[src/rtl/key_cond_pkg.sv]
// Shared constants and helpers for the pushbutton conditioning slice.
// Key levels are active-low: 0 means the button is held down.
package key_cond_pkg;

    localparam logic KEY_RELEASED = 1'b1;
    localparam logic KEY_PRESSED  = 1'b0;

    localparam int unsigned DEFAULT_DEBOUNCE_CYCLES = 1000000;
    localparam int unsigned SIM_DEBOUNCE_CYCLES     = 4;

    // Counter must be able to hold DEBOUNCE_CYCLES itself; never narrower than 1 bit.
    function automatic int unsigned cnt_width(input int unsigned cycles);
        int unsigned w;
        w = $clog2(cycles + 1);
        return (w < 1) ? 1 : w;
    endfunction

endpackage

[src/rtl/debounce_channel.sv]
// One pushbutton channel: 2-flop synchronizer, debounce counter, stable level,
// registered press/release strobes and, with KEY_CONDITIONER_TOGGLE_EN, a toggle latch.
module debounce_channel
    import key_cond_pkg::*;
#(
    parameter int unsigned DEBOUNCE_CYCLES = DEFAULT_DEBOUNCE_CYCLES
) (
    input  logic clk_i,
    input  logic rst_ni,
    input  logic key_i,
    output logic level_o,
    output logic press_o,
    output logic release_o,
    output logic toggle_o
);

    localparam int unsigned      CNT_W    = cnt_width(DEBOUNCE_CYCLES);
    localparam logic [CNT_W-1:0] CNT_LAST = CNT_W'(DEBOUNCE_CYCLES - 1);

    logic             sync1_q;
    logic             sync2_q;
    logic             stable_q;
    logic             stable_d;
    logic             stable_prev_q;
    logic [CNT_W-1:0] cnt_q;
    logic [CNT_W-1:0] cnt_d;
    logic             press_q;
    logic             press_d;
    logic             release_q;
    logic             release_d;

    always_ff @(posedge clk_i or negedge rst_ni) begin
        if (!rst_ni) begin
            sync1_q <= KEY_RELEASED;
            sync2_q <= KEY_RELEASED;
        end else begin
            sync1_q <= key_i;
            sync2_q <= sync1_q;
        end
    end

    // The edge that would bring the count to DEBOUNCE_CYCLES commits the new level instead.
    always_comb begin
        cnt_d    = cnt_q;
        stable_d = stable_q;
        if (sync2_q == stable_q) begin
            cnt_d = '0;
        end else if (cnt_q == CNT_LAST) begin
            stable_d = sync2_q;
            cnt_d    = '0;
        end else begin
            cnt_d = cnt_q + CNT_W'(1);
        end
    end

    always_comb begin
        press_d   = (stable_prev_q == KEY_RELEASED) && (stable_q == KEY_PRESSED);
        release_d = (stable_prev_q == KEY_PRESSED)  && (stable_q == KEY_RELEASED);
    end

    always_ff @(posedge clk_i or negedge rst_ni) begin
        if (!rst_ni) begin
            cnt_q         <= '0;
            stable_q      <= KEY_RELEASED;
            stable_prev_q <= KEY_RELEASED;
            press_q       <= 1'b0;
            release_q     <= 1'b0;
        end else begin
            cnt_q         <= cnt_d;
            stable_q      <= stable_d;
            stable_prev_q <= stable_q;
            press_q       <= press_d;
            release_q     <= release_d;
        end
    end

`ifdef KEY_CONDITIONER_TOGGLE_EN
    logic toggle_q;

    always_ff @(posedge clk_i or negedge rst_ni) begin
        if (!rst_ni) begin
            toggle_q <= 1'b0;
        end else if (press_d) begin
            toggle_q <= ~toggle_q;
        end
    end

    assign toggle_o = toggle_q;
`else
    assign toggle_o = 1'b0;
`endif

    assign level_o   = stable_q;
    assign press_o   = press_q;
    assign release_o = release_q;

endmodule

[src/rtl/key_conditioner.sv]
// DE2-115 pushbutton conditioner: NUM_KEYS independent debounce channels.
// Optional per-key toggle latches are built when KEY_CONDITIONER_TOGGLE_EN is defined.
module key_conditioner
    import key_cond_pkg::*;
#(
    parameter int unsigned NUM_KEYS        = 4,
    parameter int unsigned DEBOUNCE_CYCLES = DEFAULT_DEBOUNCE_CYCLES
) (
    input  logic                CLOCK_50,
    input  logic                RESET_N,
    input  logic [NUM_KEYS-1:0] KEY_IN,
    output logic [NUM_KEYS-1:0] KEY_OUT,
    output logic [NUM_KEYS-1:0] KEY_PRESS,
    output logic [NUM_KEYS-1:0] KEY_RELEASE,
    output logic [NUM_KEYS-1:0] KEY_TOGGLE
);

    for (genvar k = 0; k < NUM_KEYS; k++) begin : g_chan
        debounce_channel #(
            .DEBOUNCE_CYCLES(DEBOUNCE_CYCLES)
        ) u_chan (
            .clk_i    (CLOCK_50),
            .rst_ni   (RESET_N),
            .key_i    (KEY_IN[k]),
            .level_o  (KEY_OUT[k]),
            .press_o  (KEY_PRESS[k]),
            .release_o(KEY_RELEASE[k]),
            .toggle_o (KEY_TOGGLE[k])
        );
    end

endmodule

[config.mk]
export PLATFORM = sky130hd
export DESIGN_NAME = key_conditioner
export DESIGN_NICKNAME = d
export VERILOG_FILES = /design/src/rtl/key_cond_pkg.sv /design/src/rtl/debounce_channel.sv /design/src/rtl/key_conditioner.sv
export SDC_FILE = /design/constraint.sdc
export NUM_CORES = 1
export LEC_CHECK = 0
export BUFFER_PORTS_ARGS = -buffer_cell sky130_fd_sc_hd__buf_2
export CAP_MARGIN = 20
export CORE_MARGIN = 10
export CORE_UTILIZATION = 35
export CTS_CLUSTER_SIZE = 20
export DETAILED_ROUTE_END_ITERATION = 8
export PLACE_DENSITY = 0.47
export SLEW_MARGIN = 0
export SYNTH_ARGS = -nofsm -noshare
export SYNTH_HDL_FRONTEND = slang
export SYNTH_SLANG_ARGS = --single-unit
[constraint.sdc]
create_clock -name CLOCK_50 -period 3 [get_ports CLOCK_50]
set_clock_uncertainty 0.05 [all_clocks]
set_input_delay 0.3 -clock CLOCK_50 [delete_from_list [all_inputs] [get_ports CLOCK_50]]
set_output_delay 0.3 -clock CLOCK_50 [all_outputs]
set_load 0.005 [all_outputs]
# Word level (Yosys, flattened, before mapping)
# Index checks and enable logic that the tools add are counted.
# totals
reg_bits,104
wordCells,72
# op_classes
add_sub_neg,4
eq_ne,8
muxes,8
n_bitwise,12
n_reduce_logical,12
# ops
op,n
$mux W20,8
$add A20 B1 Y20 const B,4
$eq A20 B20 Y1 const B,4
$not A1 Y1,12
$logic_and A1 B1 Y1,8
$reduce_and A2 Y1,4
$eq A1 B1 Y1,4

# Logic depth before layout (Yosys ltp)
# Gate-level depths: netlist of the first run.
# logic_depth
ltp_word,3
depth_mapped,7
mapped_depth_nobuf,5

# Modules after synthesis
# Synthesis of the first run repeated with hierarchy kept, for this count alone.
# hier_totals
hier_cells,460
area_unflattened_um2,4874.7
# by_module_without_submodules
module,n_inst,cells_each,area_per_inst_um2,seq_area_each_um2
debounce_channel,4,115,1218.7,655.6

# Worst setup path before layout of the first run
# OpenSTA, ideal clock, no wires.
# synth_path
path_kind,reg-to-reg
start,reg g_chan[0].u_chan.cnt_q[0]
end,reg g_chan[0].u_chan.cnt_q[10]
setup_ps,132
arrival_time_ps,1910
slack_ps,908
stages_incl_launch_ff,8
period_less_slack_ps,2092
path_cell_list,dfrtp_1 > ha_1 > clkbuf_1 > nand2_1 > or2_2 > o31ai_4 > clkbuf_1 > nor2_1
# synth_via
elab_chain_len,3
# synth_lines
element,line,rtl
"start, declared",debounce_channel.sv:25,logic [CNT_W-1:0] cnt_q;
"start signal, assigned",debounce_channel.sv:69,cnt_q <= cnt_d;
$add A20 B1 Y20 / $eq A20 B20 Y1 (equally long branches),"debounce_channel.sv:52, debounce_channel.sv:48",
$mux W20 (*),debounce_channel.sv:48,end else if (cnt_q == CNT_LAST) begin
$mux W20 (*),debounce_channel.sv:46,if (sync2_q == stable_q) begin
named net g_chan[0].u_chan.cnt_d[10],debounce_channel.sv:26,logic [CNT_W-1:0] cnt_d;
# The timed path passes the listed nets; every way through them passes the cells marked *.
# A chain may end at the register's enable or synchronous reset.

# Final worst setup path of the first run
# layout_path
start,reg g_chan[1].u_chan.cnt_q[12]
end,reg g_chan[1].u_chan.cnt_q[12]
# layout_via
elab_chain_len,3
# layout_lines
element,line
"start, declared",debounce_channel.sv:25
"start signal, assigned",debounce_channel.sv:69
$add A20 B1 Y20 / $eq A20 B20 Y1 (equally long branches),"debounce_channel.sv:52, debounce_channel.sv:48"
$mux W20 (*),debounce_channel.sv:48
$mux W20 (*),debounce_channel.sv:46
named net g_chan[1].u_chan.cnt_d[12],debounce_channel.sv:26
# Marks and branches as above.

==> results by group, run 1 <==
Pwr
  • Reg power frac: 0.507
  • Switching Share: 0.200
  • Power Density: slightly above 500 nW/um^2
  • Gate power share: 0.031
  • Switch Pwr: 568 uW
  • Cell leakage power: between 0.002 and 0.0025 uW
  • Worst IR Drop VDD: roughly 0.00031 V
  • Clk pwr share: 0.462
  • P_int: 2280 uW

Route
  • Vias per cell: 4.92
  • Final WL: 9030 um
  • Post-route ant nets: 0
  • Drt first pass iters: 4
  • DR DRC count: 0
  • Via Count: 3337
  • DR WL/cell: roughly 13 um
  • Initial drt markers: roughly 170

STA
  • Unrepaired setup endpoints after global routing: false
  • Final min period: 2.25 ns
  • Hold Worst Slack: -0.0206 ns
  • Final hold violation count: 8
  • Worst Tran Pin Value: 0.795 ns
  • Fin crit share: 0.748
  • Rel. slew slack: 0.470
  • Fmax: 0.445 GHz
  • Setup violations, final: 0
  • TNS Setup: 0 ns
  • Final Slew Violations: 0

Synthesis
  • Post-synth EDFFs: 0
  • Yosys synthesis warning count: 0
  • FF+latch count, synth: around 100
  • Synthesized area per cell: 10.3 sq um
  • Share of synthesized registers carrying an async set or reset: 1.00
  • Synth Flop Type: dfrtp_1
  • Mapped Cells: 477
  • Yosys cell types: 40
  • Syn Std Cell Area: a little under 5000 sq um
  • Register area share after synthesis: 0.534

Global routing
  • Largest net degree at the start of global routing: 64
  • Vias in the first global route: 3331
  • Global route overflow: 0
  • Initial antenna violation count: 0
  • Total GRT Usage: 0.0982
  • First-pass GRT wire length: 16100 um

Clock network
  • Post-cts sizing count: 0
  • CTS Buf Count: 9
  • H-tree levels: 3
  • Clk slew on worst S/H paths: 0.06 ns
  • CTS max path bufs: 2
  • CTS tree: done
  • Root Buffer: clkbuf_16
  • Sink Count: about 100
  • Clock Latency Late Sink: 0.34 ns

Floorplanning
  • I/O Pins: 22
  • Starting Density: 0.355
  • Die area: 19200 sq um
  • # rows: 43
  • Die W: 138 um
  • Die height: between 100 and 150 um
  • Core outline area: approximately 14000 sq um

Setup path
  • Critical path's slowest cell: or4b_1
  • Worst path required time: 3.16 ns
  • Critical path's largest stage delay: between 0.5 and 0.6 ns
  • Setup crit end kind: flop
  • CP max FO: 18
  • CP Cell Sequence: or4b_1 -> or4_4 -> o21ai_4 -> nor2_1
  • Crit path kind: reg2reg
  • Kind of start point of the critical path: flop
  • Crit path DAT: 2.40 ns

Final layout
  • Final design utilization: 0.397
  • Area grow syn2layout: 11.9%
  • Commonest non-fill, non-tap cell in the layout: dfrtp_1
  • Fin nets: 503
  • Layout Cells excl Fill: 678
  • Diodes inserted: 0
  • Share of cells above drive strength 1: 0.139
  • Commonest cells after routing, fill and taps aside: 88 x dfrtp_1, 71 x nor2_1, 40 x xnor2_1

Job
  • Max-cap violations: 0

Placed design
  • Gpl congestion: slightly below 0.8
  • Placed Cells: about 660
  • Port Buffers: 17
  • DPL Wire Length: 6130 um

Hold path
  • Worst Hold Class: in2async

Status
  • Status: finished, violations left
  • Failing checks: hold timing
-- power by group through the flow --
stage                     registers (uW)  logic [uW]  clock network, uW
after floorplan                     1460        47.6                  0
after global placement              1470        86.6                  0
after detailed placement            1470        88.8                  0
after CTS                           1440        93.0               1370
after global routing                1440         103               1430
final                               1440        88.2               1310
-- per-stage QoR --
| stage | setup WS, ns | power, uW | hold WS [ns] | cell area, sq um |
|---|---|---|---|---|
| 2_1_floorplan | 0.908 | 1510 | -0.0456 | 4920 |
| 3_3_place_gp | 0.771 | 1550 | 0.295 | 5110 |
| 3_5_place_dp | 0.722 | 1560 | 0.297 | 5110 |
| 4_1_cts | 0.713 | 2910 | 0.0224 | 5500 |
| 5_1_grt | 0.529 | 2980 | 0.0523 | 5500 |
| 6_report | 0.755 | 2840 | -0.0206 | 5500 |
-- final timing paths --
path                                            startpoint                         end  slack [ns]  depth (start not counted)
worst max register to register  g_chan[1].u_chan.cnt_q[12]  g_chan[1].u_chan.cnt_q[12]        0.75                          4
worst min-delay path                               RESET_N   g_chan[0].u_chan.cnt_q[2]       -0.02                          1
worst max-delay path            g_chan[1].u_chan.cnt_q[12]  g_chan[1].u_chan.cnt_q[12]        0.75                          4
max in group asynchronous                          RESET_N    g_chan[1].u_chan.sync1_q        2.10                          2
min in group CLOCK_50             g_chan[3].u_chan.sync1_q    g_chan[3].u_chan.sync2_q        0.31                          0
worst min register to register    g_chan[3].u_chan.sync1_q    g_chan[3].u_chan.sync2_q        0.31                          0
-- critical path, delay by kind of cell (launching register included) --
family / cells / cell delay [ns]
AND/OR/NAND/NOR: 3 / 1.17
AO/OA/AOI/OAI: 1 / 0.44
flip-flops: 1 / 0.44
-- cell families (layout without fill, tap and decap cells) --
logic type      after synthesis  after routing  synth area share
other cells                   1              4          0.000764
fa+ha+maj                     4              4            0.0102
compound gates               39             39            0.0553
flops                       104            104             0.534
buf+inv                      42             60            0.0482
simple gates                223            223             0.234
xor+xnor                     57             57             0.102
mux                           7              7            0.0153
-- state kept, by name, indices dropped and copies added (netlist names) --
register / count
g_chan.u_chan.sync1_q: 4
g_chan.u_chan.cnt_q: 80
g_chan.u_chan.press_o: 4
g_chan.u_chan.release_o: 4
g_chan.u_chan.level_o: 4
g_chan.u_chan.sync2_q: 4
g_chan.u_chan.stable_prev_q: 4
-- cell usage after synthesis, drive strengths merged (2+ instances only) --
master	instances	share of area
nor2b	9	0.011
nand2	23	0.018
and4	4	0.0071
xor2	17	0.030
or3	10	0.013
inv	17	0.013
a21oi	17	0.017
and3	4	0.0051
or4	11	0.018
or4b	3	0.0061
nor4b	2	0.0036
nor4	15	0.019
buf	20	0.031
nand4	17	0.022
dfstp	16	0.086
nand3	31	0.032
o31ai	10	0.018
mux2	4	0.0092
clkbuf	5	0.0041
or2	4	0.0051
nor2	71	0.054
o21ai	10	0.012
ha	4	0.010
dfrtp	88	0.45
mux2i	3	0.0061
nor3	17	0.017
xnor2	40	0.071
-- final cells by class --
class / instances / area, sq um
Tap cell: 180 / 225
Sequential cell: 104 / 2620
Clock inverter: 2 / 60.1
Clock buffer: 14 / 284
Timing Repair Buffer: 27 / 173
Multi-Input combinational cell: 334 / 2070
Inverter: 17 / 63.8
Fill cell: 1324 / 8330
-- routing by layer --
metal | track usage | share of wire | wire [um]
met1 | 0.125 | 0.48 | 4320
met2 | 0.151 | 0.47 | 4210
met4 | 0.0361 | 0.015 | 135
met3 | 0.0332 | 0.040 | 359
met5 | 0 | 0 | 0
-- timing repair --
item / in CTS / in global routing
setup buffers: 0 / 0
hold buffers: 4 / 0
endpoints found under the hold margin: 4 / 0
Power figures use the tool's default switching activity.
==> run 2, diff against run 1 <==
==> constraint.sdc (replaced) <==
create_clock -name CLOCK_50 -period 2.3 [get_ports CLOCK_50]
set_clock_uncertainty 0.05 [all_clocks]
set_input_delay 0.23 -clock CLOCK_50 [delete_from_list [all_inputs] [get_ports CLOCK_50]]
set_output_delay 0.23 -clock CLOCK_50 [all_outputs]
set_load 0.005 [all_outputs]
==> results by group, run 2 (synthesized netlist as in run 1, its figures left out) <==
Clock network
  • Clock Latency Late Sink: 0.35 ns (about the same)
  • Root Buffer: clkbuf_16
  • H-tree levels: 3 (unchanged)
  • Post-CTS Setup Bufs: 0 (unchanged)
  • CTS tree: done
  • Clk slew on worst S/H paths: 0.07 ns (about the same)
  • Sink Count: 104 (unchanged)
  • CTS max path bufs: 2 (unchanged)
  • CTS Buf Count: 9 (unchanged)

Placed design
  • Gpl congestion: 0.780 (-0.89%)
  • DPL Wire Length: 6380 um (+4.1%)
  • Place WS: 0.133 ns (-0.588 ns)
  • Placed cell areas: 5230 sq um (+2.4%)
  • Port Buffers: 17 (unchanged)

Job
  • Max-cap violations: 0 (unchanged)

Final layout
  • Footprint of the multi-input gates: 2070 sq um (unchanged)
  • Fin nets: 517 (+2.8%)
  • Area grow syn2layout: 13.7%
  • Max FFs per register: 80 (unchanged)
  • Fillers: 1345 (+1.6%)
  • Share of cells above drive strength 1: 0.162 (+0.0236)
  • Largest reg by FF count: g_chan.u_chan.cnt_q
  • Commonest cells after routing, fill and taps aside: 88 x dfrtp_1, 71 x nor2_1, 40 x xnor2_1
  • Fin area: 5580 sq um (+1.6%)
  • Diodes inserted: 0 (unchanged)
  • Register area: 2620 sq um (unchanged)
  • Commonest non-fill, non-tap cell in the layout: dfrtp_1

Pwr
  • Power Density: 634 nW/um^2 (+23%)
  • Cell leakage power: 0.00223 uW (+1.6%)
  • Total power draw: 3540 uW (+25%)
  • Worst IR Drop VDD: 0.000366 V (+17%)

Route
  • Final WL: 9320 um (+3.2%)
  • Initial drt markers: 116 (-30%)
  • Post-route ant nets: 0 (unchanged)
  • Via Count: 3388 (+1.5%)
  • DR WL/cell: 13.5 um (+1.2%)
  • Vias per cell: 4.90 (-0.53%)
  • DR DRC count: 0 (unchanged)
  • Drt first pass iters: 4 (unchanged)

Floorplanning
  • Die area: 19200 sq um (unchanged)
  • Starting Density: 0.355 (unchanged)
  • Core outline area: 13800 sq um (unchanged)
  • # rows: 43 (unchanged)
  • Die height: 138 um (unchanged)
  • Die W: 138 um (unchanged)
  • I/O Pins: 22 (unchanged)

Global routing
  • Total GRT Usage: 0.100 (+0.00194)
  • Vias in the first global route: 3350 (+0.57%)
  • Initial antenna violation count: 0 (unchanged)
  • Largest net degree at the start of global routing: 47 (-27%)
  • Global route overflow: 0 (unchanged)
  • First-pass GRT wire length: 16200 um (+1.0%)

STA
  • Unrepaired setup endpoints after global routing: false
  • Worst Tran Pin Value: 0.593 ns (-0.202 ns)
  • Final Slew Violations: 0 (unchanged)
  • Rel. slew slack: 0.601 (+0.131)
  • TNS Setup: 0 ns (unchanged)
  • Hold Worst Slack: 0.308 ns (+0.328 ns)
  • Setup violations, final: 0 (unchanged)
  • Final min period: 2.18 ns (-0.0675 ns)
  • Final hold violation count: 0 (-8)
  • Fin crit share: 0.947 (+0.198)
  • Fmax: 0.459 GHz (+3.1%)
  • Final setup margin: 0.122 ns (-0.632 ns)

Setup path
  • Setup crit end kind: flop
  • Crit path DAT: 2.40 ns (about the same)
  • CP max FO: 5 (-13)
  • R2R depth: 4 (unchanged)
  • Kind of start point of the critical path: flop
  • Crit path kind: reg2reg
  • Worst path required time: 2.53 ns (-0.63 ns)

Hold path
  • Hold Path Stages: 0
  • Worst Hold Class: reg2reg

Status
  • Status: completed
run 2: cell types whose count changed in the layout (fill, tap and decap cells not counted), sizes merged:
cell | previous run | this run
clkbuf | 14 | 9
clkinv | 0 | 1
clkinvlp | 0 | 5
buf | 23 | 36
bufinv | 2 | 1
dlygate4sd3 | 4 | 5
run 2: timing repair:
item / CTS / global route
resized for setup: 0 / 0
hold endpoints to repair: 37 / 0
hold buffers: 5 / 0
run 2: worst paths after layout:
kind,startpoint,endpoint,slack (ns)
max,g_chan[1].u_chan.cnt_q[13],g_chan[1].u_chan.level_o,0.12
min,g_chan[2].u_chan.sync1_q,g_chan[2].u_chan.sync2_q,0.31
max reg2reg,g_chan[1].u_chan.cnt_q[13],g_chan[1].u_chan.level_o,0.12
min reg2reg,g_chan[2].u_chan.sync1_q,g_chan[2].u_chan.sync2_q,0.31
max in group asynchronous,RESET_N,g_chan[0].u_chan.sync1_q,1.11
min in group asynchronous,RESET_N,g_chan[0].u_chan.cnt_q[0],0.36
run 2: area by class of cell:
| cell class | instances | share of cell area |
|---|---|---|
| clock buffers | 9 | 0.0403 |
| clock inverters | 7 | 0.0130 |
| inverters | 17 | 0.0114 |
| multi-input cells | 334 | 0.370 |
| flip-flops and latches | 104 | 0.470 |
| repair buffers | 41 | 0.0547 |
| well taps | 180 | 0.0403 |
run 2: layer usage:
| layer | track usage | up-vias | part of all wire | wire (um) |
|---|---|---|---|---|
| met2 | 0.159 | 27 | 0.48 | 4450 |
| met1 | 0.123 | 1657 | 0.47 | 4410 |
| met3 | 0.0332 | 8 | 0.037 | 349 |
| met5 | 0 | - | 0 | 0 |
| li1 | - | 1696 | - | - |
| met4 | 0.0366 | 0 | 0.012 | 109 |
run 2: where the power goes:
part           internal, uW  switching, uW  leakage (uW)
logic                  45.1           81.3      0.000716
clock network           841            692      0.000130
registers              1860           22.9       0.00139
run 2: through the flow:
step | utilization | std cells
finish | 0.404 | 692
global route | 0.404 | 692
CTS | 0.404 | 692
detailed placement | 0.379 | 671
global placement | 0.379 | 671
floorplan | - | 480
run 2: worst max-delay path: stages, from the launching register on:
cell	delay, ns
dfrtp_1	0.43
or4b_1	0.52
or4_4	0.52
nor2_1	0.22
mux2_2	0.36
